--- src/rtl/wb_arbiter_pkg.sv ---
// Shared types for the writeback arbiter: execution-pipe result payloads,
// the register-file write bundle and source/priority encodings.
package wb_arbiter_pkg;

  localparam int DATA_W  = 32;
  localparam int REG_W   = 5;
  localparam int NUM_SRC = 4;

  // Pipe IDs double as arbitration priority: lower ID wins.
  typedef enum logic [1:0] {
    EXE_PIPE_ID_ALU = 2'd0,
    EXE_PIPE_ID_LSU = 2'd1,
    EXE_PIPE_ID_MUL = 2'd2,
    EXE_PIPE_ID_DIV = 2'd3
  } exe_pipe_id_e;

  typedef enum logic [NUM_SRC-1:0] {
    WB_SRC_NONE = 4'b0000,
    WB_SRC_ALU  = 4'b0001,
    WB_SRC_LSU  = 4'b0010,
    WB_SRC_MUL  = 4'b0100,
    WB_SRC_DIV  = 4'b1000
  } wb_src_e;

  typedef enum logic [2:0] {
    LOAD_LB  = 3'd0,
    LOAD_LBU = 3'd1,
    LOAD_LH  = 3'd2,
    LOAD_LHU = 3'd3,
    LOAD_LW  = 3'd4
  } load_type_e;

  typedef struct packed {
    logic [REG_W-1:0]  rd;
    logic              register_write;
    logic [DATA_W-1:0] exe_result;
    logic              do_branch;
    logic [DATA_W-1:0] branch_target;
    logic              icache_invalidate;
  } alu_wb_inf_t;

  typedef struct packed {
    logic [REG_W-1:0]  rd;
    logic              register_write;
    logic [DATA_W-1:0] load_result;
    load_type_e        load_type;
    logic [1:0]        load_selector;
    logic              unaligned_mem_access;
    logic [DATA_W-1:0] control_flow_pc;
    logic              do_branch;
    logic [DATA_W-1:0] branch_target;
  } lsd_wb_inf_t;

  typedef struct packed {
    logic [REG_W-1:0]  rd;
    logic [DATA_W-1:0] result;
  } mul_wb_inf_t;

  typedef struct packed {
    logic [REG_W-1:0]  rd;
    logic [DATA_W-1:0] result;
  } div_wb_inf_t;

  typedef struct packed {
    logic              wr_en;
    logic [REG_W-1:0]  rd;
    logic [DATA_W-1:0] wr_data;
  } wb_ix_inf_t;

endpackage

--- src/rtl/wb_fifo.sv ---
// Small synchronous FIFO with registered occupancy count; one instance per
// execution pipe in the writeback arbiter.
module wb_fifo #(
  parameter int WIDTH = 8,
  parameter int DEPTH = 2,
  localparam int PTR_W = $clog2(DEPTH),
  localparam int CNT_W = PTR_W + 1
) (
  input  logic             clk,
  input  logic             rst,
  input  logic             push,
  input  logic [WIDTH-1:0] push_data,
  input  logic             pop,
  output logic [WIDTH-1:0] pop_data,
  output logic [CNT_W-1:0] count,
  output logic             full,
  output logic             empty
);

  logic [WIDTH-1:0] mem [DEPTH];
  logic [PTR_W-1:0] wr_ptr;
  logic [PTR_W-1:0] rd_ptr;
  logic             do_push;
  logic             do_pop;

  assign full     = (count == CNT_W'(DEPTH));
  assign empty    = (count == '0);
  assign do_push  = push && !full;
  assign do_pop   = pop && !empty;
  assign pop_data = mem[rd_ptr];

  // Pointers wrap naturally because DEPTH is a power of two.
  always_ff @(posedge clk or posedge rst) begin
    if (rst) begin
      wr_ptr <= '0;
      rd_ptr <= '0;
      count  <= '0;
    end else begin
      if (do_push) wr_ptr <= wr_ptr + PTR_W'(1);
      if (do_pop)  rd_ptr <= rd_ptr + PTR_W'(1);
      case ({do_push, do_pop})
        2'b10:   count <= count + CNT_W'(1);
        2'b01:   count <= count - CNT_W'(1);
        default: count <= count;
      endcase
    end
  end

  always_ff @(posedge clk) begin
    if (do_push) mem[wr_ptr] <= push_data;
  end

endmodule

--- src/rtl/wb_arbiter.sv ---
// Writeback arbiter: buffers results from ALU/LSU/MUL/DIV, retires one per
// cycle in fixed priority, formats loads and emits control pulses.
module wb_arbiter
  import wb_arbiter_pkg::*;
#(
  parameter int FIFO_DEPTH = 2
) (
  input  logic              clk,
  input  logic              rst,
  input  logic              alu_valid_i,
  input  logic              lsd_valid_i,
  input  logic              mul_valid_i,
  input  logic              div_valid_i,
  input  alu_wb_inf_t       alu_wb_i,
  input  lsd_wb_inf_t       lsd_wb_i,
  input  mul_wb_inf_t       mul_wb_i,
  input  div_wb_inf_t       div_wb_i,
  output logic              alu_ready_o,
  output logic              lsd_ready_o,
  output logic              mul_ready_o,
  output logic              div_ready_o,
  output wb_ix_inf_t        wb_ix_o,
  output logic              redirect_valid_o,
  output logic [DATA_W-1:0] redirect_pc_o,
  output logic              icache_invalidate_o,
  output logic              misaligned_o,
  output logic [DATA_W-1:0] misaligned_pc_o
);

  localparam int CNT_W = $clog2(FIFO_DEPTH) + 1;

  function automatic logic [DATA_W-1:0] fmt_load(load_type_e lt, logic [1:0] sel,
                                                 logic [DATA_W-1:0] d);
    logic [7:0]  b;
    logic [15:0] h;
    b = 8'(d >> {sel, 3'b000});
    h = 16'(d >> {sel[1], 4'b0000});
    case (lt)
      LOAD_LB:  fmt_load = {{(DATA_W-8){b[7]}}, b};
      LOAD_LBU: fmt_load = {{(DATA_W-8){1'b0}}, b};
      LOAD_LH:  fmt_load = {{(DATA_W-16){h[15]}}, h};
      LOAD_LHU: fmt_load = {{(DATA_W-16){1'b0}}, h};
      default:  fmt_load = d;
    endcase
  endfunction

  alu_wb_inf_t        alu_head;
  lsd_wb_inf_t        lsd_head;
  mul_wb_inf_t        mul_head;
  div_wb_inf_t        div_head;
  logic [NUM_SRC-1:0] src_full;
  logic [NUM_SRC-1:0] src_empty;
  logic [NUM_SRC-1:0] src_pop;
  logic [CNT_W-1:0]   src_cnt [NUM_SRC];

  assign alu_ready_o = (src_cnt[EXE_PIPE_ID_ALU] != CNT_W'(FIFO_DEPTH));
  assign lsd_ready_o = (src_cnt[EXE_PIPE_ID_LSU] != CNT_W'(FIFO_DEPTH));
  assign mul_ready_o = (src_cnt[EXE_PIPE_ID_MUL] != CNT_W'(FIFO_DEPTH));
  assign div_ready_o = (src_cnt[EXE_PIPE_ID_DIV] != CNT_W'(FIFO_DEPTH));

  wb_fifo #(.WIDTH($bits(alu_wb_inf_t)), .DEPTH(FIFO_DEPTH)) u_alu_fifo (
    .clk(clk), .rst(rst),
    .push(alu_valid_i && alu_ready_o), .push_data(alu_wb_i),
    .pop(src_pop[EXE_PIPE_ID_ALU]), .pop_data(alu_head),
    .count(src_cnt[EXE_PIPE_ID_ALU]), .full(src_full[EXE_PIPE_ID_ALU]),
    .empty(src_empty[EXE_PIPE_ID_ALU])
  );

  wb_fifo #(.WIDTH($bits(lsd_wb_inf_t)), .DEPTH(FIFO_DEPTH)) u_lsd_fifo (
    .clk(clk), .rst(rst),
    .push(lsd_valid_i && lsd_ready_o), .push_data(lsd_wb_i),
    .pop(src_pop[EXE_PIPE_ID_LSU]), .pop_data(lsd_head),
    .count(src_cnt[EXE_PIPE_ID_LSU]), .full(src_full[EXE_PIPE_ID_LSU]),
    .empty(src_empty[EXE_PIPE_ID_LSU])
  );

  wb_fifo #(.WIDTH($bits(mul_wb_inf_t)), .DEPTH(FIFO_DEPTH)) u_mul_fifo (
    .clk(clk), .rst(rst),
    .push(mul_valid_i && mul_ready_o), .push_data(mul_wb_i),
    .pop(src_pop[EXE_PIPE_ID_MUL]), .pop_data(mul_head),
    .count(src_cnt[EXE_PIPE_ID_MUL]), .full(src_full[EXE_PIPE_ID_MUL]),
    .empty(src_empty[EXE_PIPE_ID_MUL])
  );

  wb_fifo #(.WIDTH($bits(div_wb_inf_t)), .DEPTH(FIFO_DEPTH)) u_div_fifo (
    .clk(clk), .rst(rst),
    .push(div_valid_i && div_ready_o), .push_data(div_wb_i),
    .pop(src_pop[EXE_PIPE_ID_DIV]), .pop_data(div_head),
    .count(src_cnt[EXE_PIPE_ID_DIV]), .full(src_full[EXE_PIPE_ID_DIV]),
    .empty(src_empty[EXE_PIPE_ID_DIV])
  );

  // ---- p0: arbitrate among FIFO heads and build the write/pulse bundle ----
  wb_src_e           sel_src_p0;
  logic              vld_p0;
  logic              wr_en_p0;
  logic [REG_W-1:0]  rd_p0;
  logic [DATA_W-1:0] wr_data_p0;
  logic              redir_p0;
  logic [DATA_W-1:0] redir_pc_p0;
  logic              icinv_p0;
  logic              mis_p0;
  logic [DATA_W-1:0] mis_pc_p0;

  always_comb begin
    sel_src_p0 = WB_SRC_NONE;
    if      (!src_empty[EXE_PIPE_ID_ALU]) sel_src_p0 = WB_SRC_ALU;
    else if (!src_empty[EXE_PIPE_ID_LSU]) sel_src_p0 = WB_SRC_LSU;
    else if (!src_empty[EXE_PIPE_ID_MUL]) sel_src_p0 = WB_SRC_MUL;
    else if (!src_empty[EXE_PIPE_ID_DIV]) sel_src_p0 = WB_SRC_DIV;
  end

  // One-hot source bits line up with the pipe IDs, so the grant is the pop.
  assign src_pop = sel_src_p0;
  assign vld_p0  = (sel_src_p0 != WB_SRC_NONE);

  always_comb begin
    wr_en_p0    = 1'b0;
    rd_p0       = '0;
    wr_data_p0  = '0;
    redir_p0    = 1'b0;
    redir_pc_p0 = '0;
    icinv_p0    = 1'b0;
    mis_p0      = 1'b0;
    mis_pc_p0   = '0;
    case (sel_src_p0)
      WB_SRC_ALU: begin
        rd_p0       = alu_head.rd;
        wr_en_p0    = alu_head.register_write && (alu_head.rd != '0);
        wr_data_p0  = alu_head.exe_result;
        redir_p0    = alu_head.do_branch;
        redir_pc_p0 = alu_head.branch_target;
        icinv_p0    = alu_head.icache_invalidate;
      end
      WB_SRC_LSU: begin
        rd_p0       = lsd_head.rd;
        wr_en_p0    = lsd_head.register_write && (lsd_head.rd != '0) &&
                      !lsd_head.unaligned_mem_access;
        wr_data_p0  = fmt_load(lsd_head.load_type, lsd_head.load_selector,
                               lsd_head.load_result);
        redir_p0    = lsd_head.do_branch;
        redir_pc_p0 = lsd_head.branch_target;
        mis_p0      = lsd_head.unaligned_mem_access;
        mis_pc_p0   = lsd_head.control_flow_pc;
      end
      WB_SRC_MUL: begin
        rd_p0      = mul_head.rd;
        wr_en_p0   = (mul_head.rd != '0);
        wr_data_p0 = mul_head.result;
      end
      WB_SRC_DIV: begin
        rd_p0      = div_head.rd;
        wr_en_p0   = (div_head.rd != '0);
        wr_data_p0 = div_head.result;
      end
      default: ;
    endcase
  end

  // ---- p1: registered outputs; data fields hold when nothing retires ----
  wb_ix_inf_t        wb_ix_p1;
  logic              redir_vld_p1;
  logic [DATA_W-1:0] redir_pc_p1;
  logic              icinv_p1;
  logic              mis_p1;
  logic [DATA_W-1:0] mis_pc_p1;

  always_ff @(posedge clk or posedge rst) begin
    if (rst) begin
      wb_ix_p1     <= '0;
      redir_vld_p1 <= 1'b0;
      redir_pc_p1  <= '0;
      icinv_p1     <= 1'b0;
      mis_p1       <= 1'b0;
      mis_pc_p1    <= '0;
    end else begin
      wb_ix_p1.wr_en <= vld_p0 && wr_en_p0;
      redir_vld_p1   <= vld_p0 && redir_p0;
      icinv_p1       <= vld_p0 && icinv_p0;
      mis_p1         <= vld_p0 && mis_p0;
      if (vld_p0) begin
        wb_ix_p1.rd      <= rd_p0;
        wb_ix_p1.wr_data <= wr_data_p0;
      end
      if (vld_p0 && redir_p0) redir_pc_p1 <= redir_pc_p0;
      if (vld_p0 && mis_p0)   mis_pc_p1   <= mis_pc_p0;
    end
  end

  assign wb_ix_o             = wb_ix_p1;
  assign redirect_valid_o    = redir_vld_p1;
  assign redirect_pc_o       = redir_pc_p1;
  assign icache_invalidate_o = icinv_p1;
  assign misaligned_o        = mis_p1;
  assign misaligned_pc_o     = mis_pc_p1;

  for (genvar i = 0; i < NUM_SRC; i++) begin : g_fifo_chk
    a_full_matches_count: assert property (@(posedge clk) disable iff (rst)
      src_full[i] == (src_cnt[i] == CNT_W'(FIFO_DEPTH)));
  end

endmodule

--- config.mk ---
export PLATFORM = sky130hd
export DESIGN_NAME = wb_arbiter
export DESIGN_NICKNAME = d
export VERILOG_FILES = /design/src/rtl/wb_arbiter_pkg.sv /design/src/rtl/wb_fifo.sv /design/src/rtl/wb_arbiter.sv
export SDC_FILE = /design/constraint.sdc
export NUM_CORES = 1
export LEC_CHECK = 0
export CAP_MARGIN = 10
export CORE_ASPECT_RATIO = 1.2
export CORE_UTILIZATION = 35
export DETAILED_ROUTE_END_ITERATION = 16
export GPL_TIMING_DRIVEN = 0
export PLACE_DENSITY_LB_ADDON = 0.08
export SLEW_MARGIN = 20
export SYNTH_ARGS = -nofsm -noshare
export SYNTH_HDL_FRONTEND = slang
export SYNTH_SLANG_ARGS = --single-unit
--- constraint.sdc ---
create_clock -name clk -period 12.13 [get_ports clk]
set_clock_uncertainty 0.15 [all_clocks]
set_input_delay 3.639 -clock clk [delete_from_list [all_inputs] [get_ports clk]]
set_output_delay 3.639 -clock clk [all_outputs]
set_load 0.03 [all_outputs]
==> impl_results.rst, run 1 <==
.. list-table::
   :header-rows: 1

   * - Metric
     - Value
   * - Status
     - finished clean
   * - Total DRC errors in the routed layout
     - 0
   * - Reg-to-reg endpoint
     - u_lsd_fifo.count[1]
   * - Post-detailed-route count of antenna-violating nets
     - 0
   * - Startpoint types
     - register
   * - Post-CTS setup buffer count
     - 0
   * - Critical path class
     - reg2out
   * - Routed via count divided by cell count
     - about 5
   * - Least-Margin Pin Slew
     - 959 ps
   * - Initial core utilization
     - between 30% and 40%
   * - Tot GR Track Use
     - 19.9%
   * - Sequential fraction of the synthesis area
     - approximately 75%
   * - Total wire length
     - 70.7 mm
   * - Number of I/O pins
     - 370
   * - Tightest slew margin relative to the limit
     - 36.1%
   * - Setup-failing EPs final
     - 0
   * - Fraction of registers with async set/reset
     - 19.2%
   * - Quantity of gates resized following cts
     - 0
   * - Clock buffer count from CTS
     - 69
   * - Final Total Pwr
     - approximately 8.4 mW
   * - Number of distinct library cells after synthesis
     - 53
   * - Setup crit start
     - u_lsd_fifo.count[0]
   * - Achievable clock frequency
     - 172 MHz
   * - Post-Syn Nets
     - 1724
   * - Count of fill cells added during filler insertion
     - about 6000
   * - Worst skew pair latency
     - 590 ps
   * - Post-synthesis cell count
     - 1459
   * - Number of max-capacitance violations reported
     - 0
   * - Number of enable flip-flop cells after synthesis
     - 510
   * - Reg2reg path depth
     - 8
   * - Overflow after GRT
     - 0
   * - Floorplan Core Area
     - 0.0687 sq mm
   * - Number of hold buffers added after cts
     - 0
   * - DRT Pass-1 Iters
     - 5
   * - Post-DP HPWL
     - 50.6 mm
   * - Deepest level of the CTS H-tree
     - 3
   * - Die extent in y
     - 291 um
   * - Share of the clock period used by the worst path after layout
     - around 48%
   * - Total number of vias
     - 14200
   * - Global-route wire length before repair
     - just over 100 mm
   * - Sink count of the clock tree
     - between 600 and 700
   * - Final setup TNS
     - 0 ps
   * - Area of the mapped netlist
     - 0.0244 sq mm
   * - Share of layout cells above drive strength 1
     - 9.45%
   * - Total Die Area
     - between 0.07 and 0.08 sq mm
   * - Worst hold-check path type
     - reg2reg
   * - Critical path peak fanout
     - 6
   * - Post-synthesis sequential element count
     - 631
   * - Primary flip-flop cell chosen by synthesis mapping
     - sky130_fd_sc_hd__edfxtp_1
   * - Max Buffers Root-to-Sink
     - 3
   * - Critical Path Sink Type
     - primary output
   * - Worst path arrival time
     - 2020 ps
   * - Worst hold endpoint
     - redirect_pc_o[14]
   * - Minimum clock period after layout
     - 5800 ps
   * - Number of synthesis warnings
     - 0
   * - Unrepaired setup endpoints after global routing
     - no
   * - Area overhead of the layout relative to synthesis
     - 30.9%
   * - Net total in the final layout
     - 2180
   * - Count of endpoints failing hold in the final timing report
     - 0
   * - VDD IR max
     - 0.135 mV
   * - Antenna violations before repair
     - 9
   * - Total of buffers placed on input and output ports
     - approximately 370
   * - Slack of the worst reg-to-reg path
     - 8840 ps
   * - Per-instance average area after synthesis
     - 16.7 sq um
   * - Cell leakage power
     - around 12 nW
   * - TritonCTS clock tree
     - done
   * - Number of DRC markers in iteration 0
     - between 800 and 900
   * - # rows
     - 105
   * - Hold path cells
     - 1
   * - Root Driver
     - sky130_fd_sc_hd__clkbuf_16
   * - Ratio of total power to cell area
     - 263 mW/mm^2
   * - Reg-to-Reg Start
     - u_alu_fifo.count[0]
   * - GPL Wtd Cong
     - between 0.7 and 0.8
   * - Worst hold path startpoint
     - redirect_pc_o[14]
   * - Largest net degree at the start of global routing
     - 73
   * - DR WL/cell
     - 24.6 um
   * - CTS clk-pin slew, worst paths
     - 60 ps
   * - Final-report max-slew violation count
     - 0
   * - Die span in x
     - about 240 um
   * - Vias in the first global route
     - 15000
   * - Req. time, crit path
     - ~8300 ps
cells in the mapped netlist, types with 4 or more instances:
cell type                    n  area [sq um]
sky130_fd_sc_hd__buf_4       7          52.6
sky130_fd_sc_hd__clkbuf_1   35           131
sky130_fd_sc_hd__edfxtp_1  510         15300
sky130_fd_sc_hd__o22ai_1    79           494
sky130_fd_sc_hd__and3_1      6          37.5
sky130_fd_sc_hd__xor2_1      4          35.0
sky130_fd_sc_hd__buf_1      13          48.8
sky130_fd_sc_hd__nand2_1    15          56.3
sky130_fd_sc_hd__mux2_1     28           315
sky130_fd_sc_hd__ha_1        4          50.1
sky130_fd_sc_hd__nor3_1     13          65.1
sky130_fd_sc_hd__a211oi_1    6          45.0
sky130_fd_sc_hd__o22a_1      5          43.8
sky130_fd_sc_hd__nand2b_1    4          25.0
sky130_fd_sc_hd__o21ai_1    25           125
sky130_fd_sc_hd__xnor2_1    16           140
sky130_fd_sc_hd__mux2i_1   276          2760
sky130_fd_sc_hd__buf_2      19          95.1
sky130_fd_sc_hd__dfrtp_1   121          3030
sky130_fd_sc_hd__nand3_1     4          20.0
sky130_fd_sc_hd__nor4_1      6          37.5
sky130_fd_sc_hd__a21oi_1    70           350
sky130_fd_sc_hd__nor2_1    126           473
sky130_fd_sc_hd__mux2_2     17           191
sky130_fd_sc_hd__mux2_4      4          60.1
sky130_fd_sc_hd__inv_1       7          26.3
worst max-delay path, stage by stage, from the launching register on:
cell                              delay (ps)
sky130_fd_sc_hd__dfrtp_1                 480
sky130_fd_sc_hd__nand2b_1                190
sky130_fd_sc_hd__clkdlybuf4s50_1         750
worst max-delay path by stage:
stage	slack [ps]	endpoint	cells after the start
floorplan	3120	u_lsd_fifo.mem[0][0]	2
CTS	6240	lsd_ready_o	2
global route	6220	lsd_ready_o	2
finish	6330	lsd_ready_o	2
global placement	-1240	u_lsd_fifo.mem[0][56]	3
detailed placement	6320	u_lsd_fifo.mem[0][56]	5
flip-flops by register name, summed over array words and instances (netlist names), 2 cells and up:
signal and flops:
u_lsd_fifo.mem 218, u_mul_fifo.count 2, wb_ix_o 38, misaligned_pc_o 32
u_div_fifo.mem 74, u_div_fifo.count 2, u_alu_fifo.mem 144, u_lsd_fifo.count 2
redirect_pc_o 32, u_alu_fifo.count 2, u_mul_fifo.mem 74
power by group:
| part | switching, mW | internal [mW] |
|---|---|---|
| registers | 0.245 | 3.02 |
| logic | 1.84 | 1.20 |
| clock network | 0.829 | 1.28 |
| total | 2.91 | 5.50 |
cells in the final DEF, fill, tap and decap left out, types with 4 or more instances in the layout:
cell type                         Yosys  final
sky130_fd_sc_hd__edfxtp_1           510    510
sky130_fd_sc_hd__clkdlybuf4s50_1      0    369
sky130_fd_sc_hd__mux2i_1            276    276
sky130_fd_sc_hd__nor2_1             126    122
sky130_fd_sc_hd__dfrtp_1            121    121
sky130_fd_sc_hd__o22ai_1             79     79
sky130_fd_sc_hd__clkbuf_16            0     73
sky130_fd_sc_hd__a21oi_1             70     70
sky130_fd_sc_hd__clkbuf_1            35     55
sky130_fd_sc_hd__mux2_1              28     28
sky130_fd_sc_hd__o21ai_1             25     25
sky130_fd_sc_hd__buf_2               19     19
sky130_fd_sc_hd__clkbuf_8             0     19
sky130_fd_sc_hd__mux2_2              17     17
sky130_fd_sc_hd__xnor2_1             16     16
sky130_fd_sc_hd__nand2_1             15     15
sky130_fd_sc_hd__buf_1               13     13
sky130_fd_sc_hd__nor3_1              13     13
sky130_fd_sc_hd__buf_12               0     10
sky130_fd_sc_hd__buf_4                7      7
sky130_fd_sc_hd__inv_1                7      6
sky130_fd_sc_hd__nor4_1               6      6
sky130_fd_sc_hd__a211oi_1             6      6
sky130_fd_sc_hd__clkinv_2             0      6
sky130_fd_sc_hd__buf_16               0      6
sky130_fd_sc_hd__nor2_4               1      5
sky130_fd_sc_hd__o22a_1               5      5
sky130_fd_sc_hd__nand3_1              4      4
sky130_fd_sc_hd__mux2_4               4      4
sky130_fd_sc_hd__xor2_1               4      4
sky130_fd_sc_hd__nand2b_1             4      4
sky130_fd_sc_hd__ha_1                 4      4
cell type report:
class                           instances  area [sq um]  share of cell area (%)
Tap cell                              909          1140                    3.56
Clock inverter                         13           139                   0.435
Antenna cell                            2          5.00                  0.0157
Multi-Input combinational cell        743          5710                    17.9
Inverter                                8          37.5                   0.117
Clock buffer                          112          2160                    6.77
Sequential cell                       631         18300                    57.4
Buffer                                 77           365                    1.14
Timing Repair Buffer                  385          4060                    12.7
routing by layer:
metal / vias to the layer above / routed length [um] / GRT usage (%) / part of all wire (%)
met5: - / 103 / 0 / 0.15
met4: 14 / 1160 / 5.31 / 1.6
met3: 87 / 4140 / 4.42 / 5.9
met2: 402 / 35700 / 34.1 / 50
met1: 7102 / 29600 / 25.4 / 42
li1: 6551 / - / - / -
stage by stage:
| stage | hold WS, ps | cell area, sq um | utilization, % | setup slack (ps) | instances |
|---|---|---|---|---|---|
| 3_5_place_dp | 332 | 29700 | 43.2 | 6320 | 2753 |
| 2_1_floorplan | 307 | 24400 | - | 3120 | 1459 |
| 3_3_place_gp | 324 | 29200 | 42.6 | -1240 | 2737 |
| 5_1_grt | 360 | 32000 | 46.5 | 6220 | 2879 |
| 6_report | 343 | 32000 | 46.5 | 6330 | 2880 |
| 4_1_cts | 346 | 32000 | 46.5 | 6240 | 2878 |
cell families after synthesis:
| logic type | count (synthesis) | synth area share (%) |
|---|---|---|
| fa+ha+maj | 4 | 0.205 |
| buf+inv | 85 | 1.62 |
| xor+xnor | 20 | 0.718 |
| simple gates | 185 | 3.27 |
| mux | 327 | 13.8 |
| flops | 631 | 75.1 |
| compound gates | 207 | 5.26 |
(Power assumes the default switching activity.)
==> run 2: changes to the inputs <==
==> constraint.sdc (replaced) <==
create_clock -name clk -period 5.8 [get_ports clk]
set_clock_uncertainty 0.15 [all_clocks]
set_input_delay 1.74 -clock clk [delete_from_list [all_inputs] [get_ports clk]]
set_output_delay 1.74 -clock clk [all_outputs]
set_load 0.03 [all_outputs]
==> run 2 against run 1 <==
Compared with the run above:
- die area unchanged
- routed wire length is essentially flat
- global-route usage decreased by 0.15 points
- clock power grew 100%
- clock-buffer cell count is 19 lower
- cell count is the same
- via count about the same
- critical path depth did not move
- worst hold slack worse by 4.5 ps
- setup slack lost 4500 ps
- non-clock buffer count grew 1
- combinational power grew 110%
==> impl_results.rst, run 2 (synthesized netlist as in run 1, its figures left out) <==
.. list-table::
   :header-rows: 1

   * - Metric
     - Value
   * - Status
     - finished clean (unchanged)
   * - VDD IR max
     - 0.361 mV (was 0.135 mV)
   * - Critical Path Sink Type
     - primary output (unchanged)
   * - CP top delay family
     - buffers and inverters (unchanged)
   * - DRT Pass-1 Iters
     - 5 (unchanged)
   * - Global-route wire length before repair
     - 101 mm (was 102 mm)
   * - Cell leakage power
     - 11.6 nW (was 11.7 nW)
   * - Deepest level of the CTS H-tree
     - 3 (unchanged)
   * - Number of buffers and inverters on the critical path
     - 1 (unchanged)
   * - Startpoint types
     - register (unchanged)
   * - Non-filler instance count after layout
     - 2880 (unchanged)
   * - Final setup margin
     - 1820 ps (was 6330 ps)
   * - # rows
     - 105 (unchanged)
   * - Ratio of total power to cell area
     - 547 mW/mm^2 (was 263 mW/mm^2)
   * - Combinational share of power
     - 36.6% (was 36.1%)
   * - Achievable clock frequency
     - 251 MHz
   * - Slack of the worst reg-to-reg path
     - 2550 ps (was 8840 ps)
   * - Tightest slew margin relative to the limit
     - 32.3% (was 36.1%)
   * - Setup slack at placement
     - 1980 ps (was 6320 ps)
   * - Unrepaired setup endpoints after global routing
     - no (unchanged)
   * - Initial core utilization
     - 35.5% (unchanged)
   * - Proportion of total power due to net switching
     - 35.0% (was 34.6%)
   * - Cell total after placement
     - 2754 (was 2753)
   * - Most flop-heavy register
     - u_lsd_fifo.mem (unchanged)
   * - Root Driver
     - sky130_fd_sc_hd__clkbuf_16 (unchanged)
   * - Worst hold-check path type
     - reg2reg (unchanged)
   * - Total wire length
     - 70.8 mm (was 70.7 mm)
   * - Setup-failing EPs final
     - 0 (unchanged)
   * - Slowest cell on the critical path
     - sky130_fd_sc_hd__clkdlybuf4s50_1 (unchanged)
   * - Most used cells in the layout excluding fill and tap cells
     - sky130_fd_sc_hd__edfxtp_1 (510), sky130_fd_sc_hd__clkdlybuf4s50_1 (369), sky130_fd_sc_hd__mux2i_1 (276) (unchanged)
   * - Reg-to-reg endpoint
     - u_lsd_fifo.count[1] (unchanged)
   * - Minimum clock period after layout
     - 3980 ps
   * - Flip-flop count of the largest register after layout
     - 218 (unchanged)
   * - Post-DP HPWL
     - 50.9 mm (was 50.6 mm)
   * - Share of layout cells above drive strength 1
     - 9.35% (was 9.45%)
   * - Antenna violations before repair
     - 13 (was 9)
   * - Count of fill cells added during filler insertion
     - 5997 (was 6005)
   * - Net total in the final layout
     - 2180 (unchanged)
   * - Worst Hold Margin
     - 338 ps (was 343 ps)
   * - DR WL/cell
     - 24.6 um (about the same)
   * - Number of hold buffers added after cts
     - 0 (unchanged)
   * - Delay of the slowest cell on the worst path
     - 790 ps (was 750 ps)
   * - Die span in x
     - 243 um (unchanged)
   * - Total DRC errors in the routed layout
     - 0 (unchanged)
   * - Critical path peak fanout
     - 5 (was 6)
   * - Critical path class
     - reg2out (unchanged)
   * - Sink count of the clock tree
     - 631 (unchanged)
   * - Tot GR Track Use
     - 19.8% (was 19.9%)
   * - Share of power burned in registers
     - 39.2% (was 38.9%)
   * - Die extent in y
     - 291 um (unchanged)
   * - Reg-to-Reg Start
     - u_alu_fifo.count[0] (unchanged)
   * - Worst skew pair latency
     - 600 ps (was 590 ps)
   * - Final-report max-slew violation count
     - 0 (unchanged)
   * - TritonCTS clock tree
     - done (unchanged)
   * - Worst path arrival time
     - 2090 ps (was 2020 ps)
   * - Total Die Area
     - 0.0708 sq mm (unchanged)
   * - Setup crit end
     - alu_ready_o (was lsd_ready_o)
   * - GPL Wtd Cong
     - 0.781 (was 0.793)
   * - Final Cell Area
     - 0.0319 sq mm (was 0.0320 sq mm)
   * - Registers with the most flip-flops
     - u_lsd_fifo.mem: 218 flops, u_alu_fifo.mem: 144 flops (unchanged)
   * - Number of DRC markers in iteration 0
     - 841 (was 869)
   * - Total number of vias
     - 14200 (about the same)
   * - Number of max-capacitance violations reported
     - 0 (unchanged)
   * - Cell internal power dissipation
     - 11.3 mW (was 5.50 mW)
   * - Logic depth of the worst path, buffers included
     - 2 (unchanged)
   * - Cell-by-cell listing of the critical path
     - nand2b_1 > clkdlybuf4s50_1 (unchanged)
   * - Reg2reg path depth
     - 9 (was 8)
   * - Largest net degree at the start of global routing
     - 68 (was 73)
   * - Post-detailed-route count of antenna-violating nets
     - 0 (unchanged)
   * - Quantity of gates resized following cts
     - 0 (unchanged)
   * - Max Buffers Root-to-Sink
     - 3 (unchanged)
   * - Post-CTS setup buffer count
     - 0 (unchanged)
   * - Setup crit start
     - u_alu_fifo.count[0] (was u_lsd_fifo.count[0])
   * - Number of I/O pins
     - 370 (unchanged)
   * - Share of the clock period used by the worst path after layout
     - 68.6%
   * - Placed inst area
     - 0.0297 sq mm (about the same)
   * - Count of endpoints failing hold in the final timing report
     - 0 (unchanged)
   * - Area overhead of the layout relative to synthesis
     - 30.5% (was 30.9%)
   * - Clock buffer count from CTS
     - 68 (was 69)
   * - Overflow after GRT
     - 0 (unchanged)
   * - Vias in the first global route
     - 15000 (about the same)
   * - Floorplan Core Area
     - 0.0687 sq mm (unchanged)
   * - Total of buffers placed on input and output ports
     - 369 (unchanged)
   * - CTS clk-pin slew, worst paths
     - 60 ps (about the same)
   * - Most common cell after layout, fill and taps aside
     - sky130_fd_sc_hd__edfxtp_1 (unchanged)
   * - Routed via count divided by cell count
     - 4.92 (about the same)
   * - Net switching power figure
     - 6.11 mW (was 2.91 mW)
   * - Least-Margin Pin Slew
     - 1010 ps (was 959 ps)
   * - Clk pwr share
     - 24.2% (was 25.1%)
   * - Req. time, crit path
     - 3910 ps (was 8340 ps)
==> run 2: worst min-delay path by stage <==
stage	slack, ps	end	start	cells past startpoint
2_1_floorplan	310	u_div_fifo.count[1]	u_div_fifo.count[1]	1
3_3_place_gp	320	u_mul_fifo.wr_ptr	u_mul_fifo.wr_ptr	1
3_5_place_dp	330	redirect_pc_o[10]	redirect_pc_o[10]	1
4_1_cts	340	redirect_pc_o[10]	redirect_pc_o[10]	1
5_1_grt	360	redirect_pc_o[10]	redirect_pc_o[10]	1
6_report	340	redirect_pc_o[10]	redirect_pc_o[10]	1
==> run 2: final cells by class <==
type | instances | area [sq um] | share of cell area (%)
antenna | 4 | 10.0 | 0.0314
buffer | 77 | 365 | 1.15
clock buffer | 93 | 1940 | 6.09
clock inverter | 29 | 220 | 0.691
inverter | 8 | 37.5 | 0.118
multi-input combinational | 743 | 5710 | 17.9
sequential | 631 | 18300 | 57.6
tap | 909 | 1140 | 3.57
timing repair buffer | 386 | 4090 | 12.8
==> run 2: through the flow <==
| stage | power (mW) | utilization [%] | setup TNS, ps |
|---|---|---|---|
| floorplan | 10.7 | - | 0 |
| global placement | 13.2 | 42.6 | -954050 |
| detailed placement | 13.4 | 43.2 | 0 |
| CTS | 17.7 | 46.4 | 0 |
| global route | 18.3 | 46.4 | 0 |
| finish | 17.4 | 46.4 | 0 |
==> run 2: metal layers <==
| metal | share of wire (%) | up-vias | global-route usage (%) |
|---|---|---|---|
| li1 | - | 6555 | - |
| met1 | 41 | 7076 | 24.4 |
| met2 | 50 | 393 | 33.8 |
| met3 | 6.4 | 116 | 4.53 |
| met4 | 2.5 | 18 | 6.89 |
| met5 | 0.17 | - | 0 |
==> run 2: power by group through the flow <==
| stage | Combinational (mW) | Sequential, mW | Clock, mW |
|---|---|---|---|
| 2_1_floorplan | 3.08 | 7.60 | 0 |
| 3_3_place_gp | 6.20 | 7.04 | 0 |
| 3_5_place_dp | 6.49 | 6.93 | 0 |
| 4_1_cts | 6.51 | 6.84 | 4.34 |
| 5_1_grt | 6.82 | 6.95 | 4.49 |
| 6_report | 6.37 | 6.83 | 4.22 |
